==> config.mk <==
export PLATFORM = sky130hd
export DESIGN_NAME = spi_flash_responder
export DESIGN_NICKNAME = d
export VERILOG_FILES = /design/src/rtl/spi_flash_responder.sv
export SDC_FILE = /design/constraint.sdc
export NUM_CORES = 1
export LEC_CHECK = 0
export BUFFER_PORTS_ARGS = -buffer_cell sky130_fd_sc_hd__buf_2
export CORE_ASPECT_RATIO = 1.5
export CORE_MARGIN = 10
export CORE_UTILIZATION = 25
export CTS_BUF_LIST = sky130_fd_sc_hd__clkbuf_8
export CTS_CLUSTER_SIZE = 12
export DETAILED_ROUTE_END_ITERATION = 12
export HOLD_SLACK_MARGIN = 0.06
export PLACE_DENSITY = 0.39
export SYNTH_ARGS = -nofsm -noshare
export SYNTH_HDL_FRONTEND = slang
export SYNTH_SLANG_ARGS = --single-unit
==> constraint.sdc <==
create_clock -name clk -period 2.27 [get_ports clk]
set_clock_uncertainty 0.2 [all_clocks]
set_input_delay 0.1135 -clock clk [delete_from_list [all_inputs] [get_ports clk]]
set_output_delay 0.1135 -clock clk [all_outputs]
set_load 0.1 [all_outputs]
==> src/rtl/spi_flash_responder.sv <==
// SPI mode-0 flash responder: oversamples the SPI pins in the clk domain, decodes
// READ (0x03) and JEDEC-ID (0x9F) and streams bytes from a byte-wide memory port.
module spi_flash_responder #(
    parameter int          ADDR_W   = 24,
    parameter int          SYNC_STG = 2,
    parameter logic [23:0] JEDEC_ID = 24'hEF4016
) (
    input  logic              clk,
    input  logic              rst_n,
    input  logic              spi_sclk,
    input  logic              spi_cs_n,
    input  logic              spi_mosi,
    output logic              spi_miso,
    output logic              spi_miso_oe,
    output logic              mem_rd_en,
    output logic [ADDR_W-1:0] mem_addr,
    input  logic [7:0]        mem_rdata,
    output logic              busy,
    output logic              cmd_err
);

    localparam int CNT_W = $clog2(ADDR_W);
    localparam logic [CNT_W-1:0] CMD_LAST  = CNT_W'(7);
    localparam logic [CNT_W-1:0] ADDR_LAST = CNT_W'(ADDR_W - 1);

    typedef enum logic [2:0] {
        ST_IDLE,
        ST_CMD,
        ST_ADDR,
        ST_READ,
        ST_ID,
        ST_IGNORE
    } state_t;

    // valid_sync tracks when the cs_n synchroniser holds a real pin sample
    // rather than its reset preset.
    logic [SYNC_STG-1:0] sclk_sync;
    logic [SYNC_STG-1:0] cs_sync;
    logic [SYNC_STG-1:0] mosi_sync;
    logic [SYNC_STG-1:0] valid_sync;
    logic                sclk_prev;

    always_ff @(posedge clk or negedge rst_n) begin
        if (!rst_n) begin
            sclk_sync  <= '0;
            cs_sync    <= '1;
            mosi_sync  <= '0;
            valid_sync <= '0;
            sclk_prev  <= 1'b0;
        end else begin
            sclk_sync  <= {sclk_sync[SYNC_STG-2:0], spi_sclk};
            cs_sync    <= {cs_sync[SYNC_STG-2:0], spi_cs_n};
            mosi_sync  <= {mosi_sync[SYNC_STG-2:0], spi_mosi};
            valid_sync <= {valid_sync[SYNC_STG-2:0], 1'b1};
            sclk_prev  <= sclk_sync[SYNC_STG-1];
        end
    end

    logic sclk_s;
    logic cs_s;
    logic mosi_s;
    logic sync_valid;
    logic sclk_rise;
    logic sclk_fall;

    assign sclk_s     = sclk_sync[SYNC_STG-1];
    assign cs_s       = cs_sync[SYNC_STG-1];
    assign mosi_s     = mosi_sync[SYNC_STG-1];
    assign sync_valid = valid_sync[SYNC_STG-1];
    assign sclk_rise  = sclk_s & ~sclk_prev;
    assign sclk_fall  = ~sclk_s & sclk_prev;

    state_t              state;
    logic [CNT_W-1:0]    bit_cnt;
    logic [ADDR_W-2:0]   rx_shift;
    logic [ADDR_W-1:0]   rx_word;
    logic [7:0]          tx_shift;
    logic [7:0]          tx_next;
    logic [7:0]          tx_cur;
    logic [2:0]          tx_cnt;
    logic [23:0]         id_shift;
    logic                first_byte;
    logic                rd_pend;
    logic                armed;

    assign rx_word = {rx_shift, mosi_s};
    assign tx_cur  = first_byte ? tx_shift : tx_next;
    assign busy    = (state != ST_IDLE);

    always_ff @(posedge clk or negedge rst_n) begin
        if (!rst_n) begin
            state       <= ST_IDLE;
            bit_cnt     <= '0;
            rx_shift    <= '0;
            tx_shift    <= '0;
            tx_next     <= '0;
            tx_cnt      <= '0;
            id_shift    <= '0;
            first_byte  <= 1'b0;
            rd_pend     <= 1'b0;
            armed       <= 1'b0;
            spi_miso    <= 1'b0;
            spi_miso_oe <= 1'b0;
            mem_rd_en   <= 1'b0;
            mem_addr    <= '0;
            cmd_err     <= 1'b0;
        end else begin
            mem_rd_en <= 1'b0;
            cmd_err   <= 1'b0;
            rd_pend   <= mem_rd_en;

            // Memory answers one cycle after the strobe; the first fetch of a
            // READ goes straight to the shifter, later ones are prefetches.
            if (rd_pend) begin
                if (first_byte) begin
                    tx_shift <= mem_rdata;
                end else begin
                    tx_next <= mem_rdata;
                end
            end

            if (cs_s) begin
                // A cs_n that was low at reset release only arms us once seen high.
                if (sync_valid) begin
                    armed <= 1'b1;
                end
                state       <= ST_IDLE;
                bit_cnt     <= '0;
                tx_cnt      <= '0;
                first_byte  <= 1'b0;
                spi_miso    <= 1'b0;
                spi_miso_oe <= 1'b0;
            end else begin
                case (state)
                    ST_IDLE: begin
                        if (armed) begin
                            state   <= ST_CMD;
                            bit_cnt <= '0;
                        end
                    end
                    ST_CMD: begin
                        if (sclk_rise) begin
                            rx_shift <= rx_word[ADDR_W-2:0];
                            bit_cnt  <= bit_cnt + 1'b1;
                            if (bit_cnt == CMD_LAST) begin
                                bit_cnt <= '0;
                                case (rx_word[7:0])
                                    8'h03: state <= ST_ADDR;
                                    8'h9F: begin
                                        state    <= ST_ID;
                                        id_shift <= JEDEC_ID;
                                    end
                                    default: begin
                                        state   <= ST_IGNORE;
                                        cmd_err <= 1'b1;
                                    end
                                endcase
                            end
                        end
                    end
                    ST_ADDR: begin
                        if (sclk_rise) begin
                            rx_shift <= rx_word[ADDR_W-2:0];
                            bit_cnt  <= bit_cnt + 1'b1;
                            if (bit_cnt == ADDR_LAST) begin
                                bit_cnt    <= '0;
                                mem_addr   <= rx_word;
                                mem_rd_en  <= 1'b1;
                                first_byte <= 1'b1;
                                tx_cnt     <= '0;
                                state      <= ST_READ;
                            end
                        end
                    end
                    ST_READ: begin
                        if (sclk_fall) begin
                            spi_miso_oe <= 1'b1;
                            tx_cnt      <= tx_cnt + 3'd1;
                            if (tx_cnt == 3'd0) begin
                                // Bit 7 of a new byte: launch the next prefetch.
                                spi_miso   <= tx_cur[7];
                                tx_shift   <= {tx_cur[6:0], 1'b0};
                                mem_addr   <= mem_addr + ADDR_W'(1);
                                mem_rd_en  <= 1'b1;
                                first_byte <= 1'b0;
                            end else begin
                                spi_miso <= tx_shift[7];
                                tx_shift <= {tx_shift[6:0], 1'b0};
                            end
                        end
                    end
                    ST_ID: begin
                        if (sclk_fall) begin
                            spi_miso_oe <= 1'b1;
                            spi_miso    <= id_shift[23];
                            id_shift    <= {id_shift[22:0], 1'b0};
                        end
                    end
                    default: begin
                    end
                endcase
            end
        end
    end

endmodule
==> results by group <==
Outcome
  • Run status: completed

STA
  • Final-layout setup total negative slack: 0 ns
  • Worst slew pin tran: 0.528 ns
  • Unrepaired setup endpoints after global routing: true
  • Smallest setup slack after layout: 0.131 ns
  • Peak clock frequency supported by timing: 468 MHz
  • Hold violation count in the final report: 0
  • Min cycle time layout: around 2.1 ns
  • Period utilization: 94.2%
  • Slew headroom: about two thirds
  • Total setup violations reported at the end of the flow: 0
  • Max-slew violation total from the final report: 0

Place
  • DP HPWL: 9840 um
  • Placer Congestion: 0.764
  • Setup slack after placement: 0.0405 ns
  • Number of cells in the design after placement: 796
  • Quantity of I/O buffers inserted on ports: 41

Floorplan
  • DIE WIDTH: 140 um
  • Number of rows in the core area: 65
  • Die area: 0.0278 sq mm
  • Total core area: 0.0211 sq mm
  • Vertical extent of the die: 199 um
  • Effective utilization at floorplan: 25.5%
  • I/O pin count: 42

Yosys
  • Proportion of synthesized chip area in sequential cells: 52.7%
  • Seq cells post-synth: around 110
  • Nets in the synthesized netlist: 508
  • Post-synthesis instance total: 491
  • Ys flop type: sky130_fd_sc_hd__dfrtp_1
  • Proportion of register bits with asynchronous set or reset after synthesis: 100%
  • Number of warnings reported in the yosys synthesis log: 0
  • Synth unique cells: 68
  • Count of flip-flops with a built-in enable after synthesis: 0
  • Average cell area after synthesis: 10.9 sq um
  • Post-synthesis instance area: 0.00537 sq mm

Pwr
  • Leakage: 3.00 nW
  • Combinational group share of total power: 11.5%
  • Register share of total power: between 40 and 50%
  • Sw frac: 25.3%
  • P_int: 3.97 mW
  • Worst-case vdd ir drop: around 0.34 mV
  • Relative contribution of the clock network to total power: 44.3%
  • Power per cell area: 795 mW/mm^2
  • Switching component of the power: 1.34 mW

Route
  • Number of optimization iterations in the first detailed-route pass: 4
  • Initial DRC count: 205
  • Routed wire length: 14,300 um
  • Number of design rule violations left after detail routing: 0
  • ANT nets after route: 0
  • Average vias per placed instance: 4.93
  • Wire length per cell after detailed routing: 17.0 um
  • Overall via count from detail_route: 4,148

Worst setup path
  • Top cell family by delay on the critical path: compound AO/OA/AOI/OAI gates
  • Crit path buf inv count: 2
  • Crit path arrival time: 2.27 ns
  • CP Launch Type: flop
  • Max stage delay on crit path: 0.39 ns
  • Worst Setup Path Type: reg -> reg
  • Worst EP required: 2.40 ns
  • Worst R2R Setup Slack: approximately 0.13 ns
  • Kind of capture point of the worst setup path: flop
  • Worst-path maximum fanout: 20
  • Critical path, cell by cell: inv_1 -> ha_1 -> nor2b_1 -> and3_1 -> o21ai_1 -> buf_4 -> a21oi_1 -> o22a_1
  • CP max-delay cell: sky130_fd_sc_hd__dfrtp_1

Job
  • Max capacitance violation total: 0

Clock network
  • CTS root buf: sky130_fd_sc_hd__clkbuf_8
  • Number of sinks on the clock net: 113
  • Maximum root-to-sink buffer count: 2
  • Source-to-sink clock delay at the later pin of the worst-skew pair: between 0.4 and 0.5 ns
  • CTS tree: built
  • Number of clock buffers inserted by TritonCTS: 17
  • Clock slew seen by the registers of the worst setup and hold paths: 0.07 ns
  • Clock H-tree levels: 4

Layout
  • Share of final-layout standard cells stronger than drive strength 1: 28.9%
  • Ant diodes: 0
  • Layout Nets: 578
  • Area Growth Syn to Fin: 24.5%
  • Final Non-Filler Cells: 842

Global route
  • Congestion Overflow GR: 0
  • Pin count of the biggest net entering global routing: 56
  • Initial antenna violation count: 0
  • Number of global-route vias before repair: 4,308
  • Total routing resource utilization after global routing: a little over a tenth
  • First-pass GRT wire length: roughly 23,000 um

Min path
  • Tightest Hold Check Type: in -> reg
routing by layer:
layer | vias up | wire, um | global-route usage (%)
met3 | 20 | 509 | 2.99
met1 | 2092 | 5950 | 11.5
met4 | 0 | 271 | 4.26
met5 | - | 0 | 0
li1 | 1969 | - | -
met2 | 67 | 7560 | 18.6
cells by family (layout without fill, tap and decap cells):
kind of cell	count (synthesis)	count (layout)	synth area share, %
and+or+nand+nor	160	160	16.8
AOI/OAI and AO/OA	134	134	17.1
DFF	113	113	52.7
muxes	43	43	8.77
buffers and inverters	36	119	3.59
adders and majority gates	4	4	0.933
other	1	1	0.0699
cell usage in the layout, fill, tap and decap left out, types with 13 or more instances in the layout:
| master | Yosys | layout |
|---|---|---|
| sky130_fd_sc_hd__nor2b_1 | 13 | 13 |
| sky130_fd_sc_hd__dfrtp_2 | 0 | 16 |
| sky130_fd_sc_hd__o21ai_0 | 17 | 17 |
| sky130_fd_sc_hd__buf_4 | 5 | 24 |
| sky130_fd_sc_hd__nor2_1 | 27 | 27 |
| sky130_fd_sc_hd__clkbuf_8 | 0 | 20 |
| sky130_fd_sc_hd__nand2_1 | 35 | 35 |
| sky130_fd_sc_hd__dlygate4sd3_1 | 0 | 13 |
| sky130_fd_sc_hd__dfrtp_1 | 111 | 95 |
| sky130_fd_sc_hd__o22a_1 | 14 | 14 |
| sky130_fd_sc_hd__a21oi_1 | 39 | 39 |
| sky130_fd_sc_hd__buf_2 | 18 | 40 |
| sky130_fd_sc_hd__mux2_2 | 32 | 32 |
| sky130_fd_sc_hd__nand3_1 | 17 | 17 |
state kept, by name, summed over array words and instances (netlist names), 2 cells and up:
name        count
rx_shift       23
mem_addr       24
id_shift       23
state           3
sclk_sync       2
tx_shift        8
mosi_sync       2
valid_sync      2
cs_sync         2
tx_next         8
bit_cnt         5
tx_cnt          3
what timing repair did:
action | CTS | global route
resized for setup | 0 | 5
endpoints found under the hold margin | 132 | 0
endpoints found under the setup margin | 0 | 9
setup buffers | 0 | 0
hold buffers | 14 | 0
metrics by stage:
step	hold slack, ns	total power, mW	utilization [%]	cell area (sq um)
finish	0.109	5.31	31.7	6680
global route	0.0821	5.57	31.7	6680
CTS	0.0621	5.41	31.7	6670
detailed placement	-0.0870	2.99	28.6	6030
global placement	-0.0813	2.98	28.6	6030
floorplan	-0.382	2.77	-	5380
synth_stat cells (3+ instances only):
cell	number	area [sq um]
sky130_fd_sc_hd__mux2i_1	11	110
sky130_fd_sc_hd__nor4_1	4	25.0
sky130_fd_sc_hd__a31oi_1	4	25.0
sky130_fd_sc_hd__clkbuf_1	5	18.8
sky130_fd_sc_hd__or3_1	6	37.5
sky130_fd_sc_hd__mux2_2	32	360
sky130_fd_sc_hd__and2b_1	4	30.0
sky130_fd_sc_hd__a21oi_1	39	195
sky130_fd_sc_hd__nand2_1	35	131
sky130_fd_sc_hd__a211oi_1	7	52.6
sky130_fd_sc_hd__ha_1	4	50.1
sky130_fd_sc_hd__a22o_1	12	105
sky130_fd_sc_hd__nand4_1	8	50.1
sky130_fd_sc_hd__inv_1	3	11.3
sky130_fd_sc_hd__buf_4	5	37.5
sky130_fd_sc_hd__nor3_1	8	40.0
sky130_fd_sc_hd__o22ai_1	9	56.3
sky130_fd_sc_hd__dfrtp_1	111	2780
sky130_fd_sc_hd__nand2b_1	5	31.3
sky130_fd_sc_hd__nand4bb_1	3	33.8
sky130_fd_sc_hd__o22a_1	14	123
sky130_fd_sc_hd__and4_1	4	35.0
sky130_fd_sc_hd__a22oi_1	4	30.0
sky130_fd_sc_hd__nor2b_1	13	81.3
sky130_fd_sc_hd__nor2_1	27	101
sky130_fd_sc_hd__nand3_1	17	85.1
sky130_fd_sc_hd__a2bb2oi_1	7	61.3
sky130_fd_sc_hd__buf_2	18	90.1
sky130_fd_sc_hd__and3_1	7	43.8
sky130_fd_sc_hd__o21ai_0	17	85.1
power by group through the flow:
stage               Combinational (mW)  Sequential (mW)  Clock (mW)
floorplan                        0.451             2.32           0
global placement                 0.593             2.38           0
detailed placement               0.599             2.39           0
CTS                              0.623             2.35        2.43
global route                     0.676             2.37        2.52
finish                           0.612             2.35        2.35
path summary, 6_finish.rpt:
| kind | cells past startpoint | end | start |
|---|---|---|---|
| setup / recovery | 8 | mem_addr[23]$_DFFE_PN0P_ | tx_cnt[0]$_DFFE_PN0P_ |
| hold / removal | 2 | mosi_sync[0]$_DFF_PN0_ | spi_mosi |
| setup reg to reg | 8 | mem_addr[23]$_DFFE_PN0P_ | tx_cnt[0]$_DFFE_PN0P_ |
| hold reg to reg | 0 | valid_sync[1]$_DFF_PN0_ | valid_sync[0]$_DFF_PN0_ |
| max in group asynchronous | 4 | mem_addr[8]$_DFFE_PN0P_ | rst_n |
| min in group asynchronous | 3 | cs_sync[1]$_DFF_PN1_ | rst_n |
final cells by class:
cell class                      count  area [sq um]
Fill cell                        2155         14400
Sequential cell                   113          2850
Multi-Input combinational cell    342          2360
Timing Repair Buffer               83           631
Tap cell                          268           335
Clock buffer                       20           275
Clock inverter                     12           214
Inverter                            4          15.0
No activity file was read; power rests on OpenSTA's default activity.
